==> src/rtl/pulse_handshake_rx.sv <==
// pulse_handshake_rx: destination-side responder of a four-phase req/ack handshake.
// Synchronizes the foreign request level, presents each request as one
// valid/ready event, returns a flop-driven acknowledge level, counts delivered
// events and flags requests retracted before they were accepted.
module pulse_handshake_rx #(
  parameter int unsigned SYNC_STAGE = 2,
  parameter int unsigned CNT_WIDTH  = 8
) (
  input  logic                 clk,
  input  logic                 rst,
  input  logic                 req_a,
  output logic                 ack_a,
  output logic                 evt_valid,
  input  logic                 evt_ready,
  output logic [CNT_WIDTH-1:0] evt_cnt,
  output logic                 proto_err
);

  typedef enum logic [1:0] {
    ST_IDLE = 2'd0,
    ST_PEND = 2'd1,
    ST_ACK  = 2'd2
  } state_t;

  logic [SYNC_STAGE-1:0] r_sync;
  state_t                r_state;
  logic                  r_ack;
  logic                  r_valid;
  logic [CNT_WIDTH-1:0]  r_cnt;
  logic                  r_err;

  logic                  w_req_s;
  state_t                w_state_nxt;
  logic                  w_cnt_inc;
  logic                  w_err_set;

  assign w_req_s = r_sync[SYNC_STAGE-1];

  // Synchronizer chain: req_a feeds the first flop with no logic in front of it.
  always_ff @(posedge clk) begin
    if (rst) begin
      r_sync <= '0;
    end else begin
      r_sync <= {r_sync[SYNC_STAGE-2:0], req_a};
    end
  end

  // Next-state decode; acceptance wins over a simultaneous request retraction.
  always_comb begin
    w_state_nxt = r_state;
    w_cnt_inc   = 1'b0;
    w_err_set   = 1'b0;
    case (r_state)
      ST_IDLE: begin
        if (w_req_s) begin
          w_state_nxt = ST_PEND;
        end
      end
      ST_PEND: begin
        if (evt_ready) begin
          w_state_nxt = ST_ACK;
          w_cnt_inc   = 1'b1;
        end else if (!w_req_s) begin
          w_state_nxt = ST_IDLE;
          w_err_set   = 1'b1;
        end
      end
      ST_ACK: begin
        if (!w_req_s) begin
          w_state_nxt = ST_IDLE;
        end
      end
      default: begin
        w_state_nxt = ST_IDLE;
      end
    endcase
  end

  // State register plus outputs registered from the next state.
  always_ff @(posedge clk) begin
    if (rst) begin
      r_state <= ST_IDLE;
      r_ack   <= 1'b0;
      r_valid <= 1'b0;
    end else begin
      r_state <= w_state_nxt;
      r_ack   <= (w_state_nxt == ST_ACK);
      r_valid <= (w_state_nxt == ST_PEND);
    end
  end

  // Delivered-event counter (wraps) and sticky retraction flag.
  always_ff @(posedge clk) begin
    if (rst) begin
      r_cnt <= '0;
      r_err <= 1'b0;
    end else begin
      if (w_cnt_inc) begin
        r_cnt <= r_cnt + CNT_WIDTH'(1);
      end
      if (w_err_set) begin
        r_err <= 1'b1;
      end
    end
  end

  assign ack_a     = r_ack;
  assign evt_valid = r_valid;
  assign evt_cnt   = r_cnt;
  assign proto_err = r_err;

endmodule

==> config.mk <==
export PLATFORM = sky130hd
export DESIGN_NAME = pulse_handshake_rx
export DESIGN_NICKNAME = d
export VERILOG_FILES = /design/src/rtl/pulse_handshake_rx.sv
export SDC_FILE = /design/constraint.sdc
export NUM_CORES = 1
export LEC_CHECK = 0
export BUFFER_PORTS_ARGS = -buffer_cell sky130_fd_sc_hd__buf_2
export CORE_ASPECT_RATIO = 0.6
export CORE_MARGIN = 1.5
export CORE_UTILIZATION = 25
export CTS_CLUSTER_SIZE = 30
export DETAILED_ROUTE_END_ITERATION = 6
export PLACE_DENSITY = 0.43
export SYNTH_ARGS = -nofsm -noshare
export SYNTH_HDL_FRONTEND = slang
export SYNTH_SLANG_ARGS = --single-unit
==> constraint.sdc <==
create_clock -name clk -period 1.99 [get_ports clk]
set_input_delay 0.0995 -clock clk [delete_from_list [all_inputs] [get_ports clk]]
set_output_delay 0.0995 -clock clk [all_outputs]
set_load 0.02 [all_outputs]
==> results.tsv <==
metric	value	unit
CTS Hold Buffers Added	0	
RSZ-0062 raised after global routing	false	
Worst Path Required	2.17	ns
Syn Nets	63	
Slew headroom	0.7756	
final worst path period share	0.7428	
Worst Hold Depth	2	
setup slack after layout	0.5119	ns
Max clock buf depth	2	
cts bufs inserted	3	
TritonRoute pass-1 iters	4	
Final min period	1.478	ns
flops & latches, synth	15	
Root Driver	clkbuf_8	
Nets	80	
core area	0.002180	sq mm
WS Path Type	register to register	
Vias/cell	4.567	
commonest cells after routing, fill and taps aside	dfxtp_1, buf_2, nor2_1, a21oi_1	
total track usage	0.1182	
hpwl dp	863.2	um
htree depth	1	
status	finished, final reports clean	
input/output buffers	14	
sequential element share of the synthesized area	0.5172	
1st-iter DRT viols	17	
post-CTS setup buffer count	0	
Routed WL	1.219	mm
Final ANT Viol Nets	0	
Final Max Slew Viols	0	
critical-path maximum fanout	4	
R2R Path Start	evt_cnt[0]$_SDFFE_PP0P_	
Placed Area	676.9	sq um
pin count of the biggest net entering global routing	17	
MaxCap Viol Count	0	
most common cell after layout, fill and taps aside	dfxtp_1	
Slew @ Worst Pin	0.3282	ns
Remaining DRCs	0	
drt wl/cell	11.72	um
CTS sink count	15	
Post-Layout Cell Count	104	
filler instances	251	
gp weighted congestion	0.7142	
CTS resizes	0	
fmax	676.5	MHz
Power Total	0.5731	mW
setup TNS	0	ns
Syn. warnings	0	
placed cells	100	
cell area after synthesis	580.6	sq um
grt total ovfl	0	
Initial Util	0.2664	
CP startpoint	evt_cnt[0]$_SDFFE_PP0P_	
Register-to-Register Path Depth	4	
Final Util	0.3318	
Die Y	40.33	um
first-pass GRT wire length	2.139	mm
PwrDens	792.4	mW/mm^2
Setup Viol. Count Final	0	
Worst VDD drop	338.2	uV
io pins	15	
diode count	0	
hold_sp	req_a	
Die W	65.21	um
Worst setup SP type	register	
Hold/Removal Path Class	primary input to register	
leakage power	0.3087	nW
CTS tree	yes	
design area	723.2	sq um
cell row count	13	
layout cells sized above 1	0.2703	
CP Data Arrival Time	1.66	ns
die outline area	0.002630	sq mm
Vias	475	
post-synthesis instance total	58	
Synth-to-Final Area Change	24.57	%
crit end category	register	
Post-Place Worst Slack	0.5476	ns
Synth Area per Inst	10.01	sq um
Unique masters post-synth	23	
number of global-route vias before repair	452	
initial antenna violation count	0	
Worst-path clk slew	0.06	ns
Fin. Hold Viols	0	
hold_ws	0.05902	ns
worst skew pair latency	0.25	ns
Clock Skew	0.003773	ns
[critical path, cell delays in order, from the launching register on]
cell and delay (ns):
dfxtp_1 0.40, ha_1 0.21, nand3_1 0.15, or4_1 0.49, a21oi_1 0.16
[final timing paths]
kind                                           endpoint  slack, ns
worst min-delay path               r_sync[0]$_SDFF_PP0_       0.06
worst min register to register     r_sync[1]$_SDFF_PP0_       0.44
worst max-delay path            evt_cnt[6]$_SDFFE_PP0P_       0.51
worst max register to register  evt_cnt[6]$_SDFFE_PP0P_       0.51
[final cells by class]
class / instances / area, sq um / share of cell area
clock buffers: 3 / 41.29 / 0.05709
clock inverters: 1 / 5.005 / 0.006920
inverters: 1 / 3.754 / 0.005190
multi-input cells: 40 / 265.3 / 0.3668
flip-flops and latches: 15 / 300.3 / 0.4152
well taps: 30 / 37.54 / 0.05190
repair buffers: 14 / 70.07 / 0.09689
[synthesized netlist by cell type]
cell type / count / area [sq um]
nor4b_1: 1 / 8.760
nor2_1: 6 / 22.52
or4_1: 2 / 15.01
a2111oi_0: 2 / 17.52
a21oi_1: 6 / 30.03
nand4b_1: 1 / 8.760
o21ai_0: 2 / 10.01
inv_1: 1 / 3.750
mux2i_1: 1 / 10.01
nand3b_4: 1 / 20.02
o31ai_1: 2 / 15.01
or3_1: 2 / 12.51
nor4_1: 1 / 6.260
nand3_1: 2 / 10.01
xor2_1: 2 / 17.52
dfxtp_1: 15 / 300.3
nand2_1: 3 / 11.26
nand3b_1: 1 / 7.510
nor2b_1: 3 / 18.77
ha_1: 1 / 12.51
mux2_2: 1 / 11.26
buf_4: 1 / 7.510
clkbuf_1: 1 / 3.750
[state kept, by name, summed over array words and instances (netlist names)]
register and cells:
evt_valid 1, r_state 2, evt_cnt 8, proto_err 1, ack_a 1, r_sync 2
[power by group]
group | total (mW) | internal, mW | leakage, nW | switching (mW)
clock | 0.246 | 0.139 | 0.0255 | 0.108
combinational | 0.0191 | 0.00676 | 0.162 | 0.0124
sequential | 0.308 | 0.305 | 0.121 | 0.00317
[routing by layer]
layer,GRT usage,share of wire
met4,0.04688,0.011
met2,0.1684,0.34
met5,0,0
met1,0.1515,0.57
met3,0.06180,0.071
[cell families after synthesis]
family | share of synthesized area
compound gates | 0.1250
mux | 0.03664
xor+xnor | 0.03018
buf+inv | 0.02585
flops | 0.5172
simple gates | 0.2435
fa+ha+maj | 0.02155
Power figures use the tool's default switching activity.
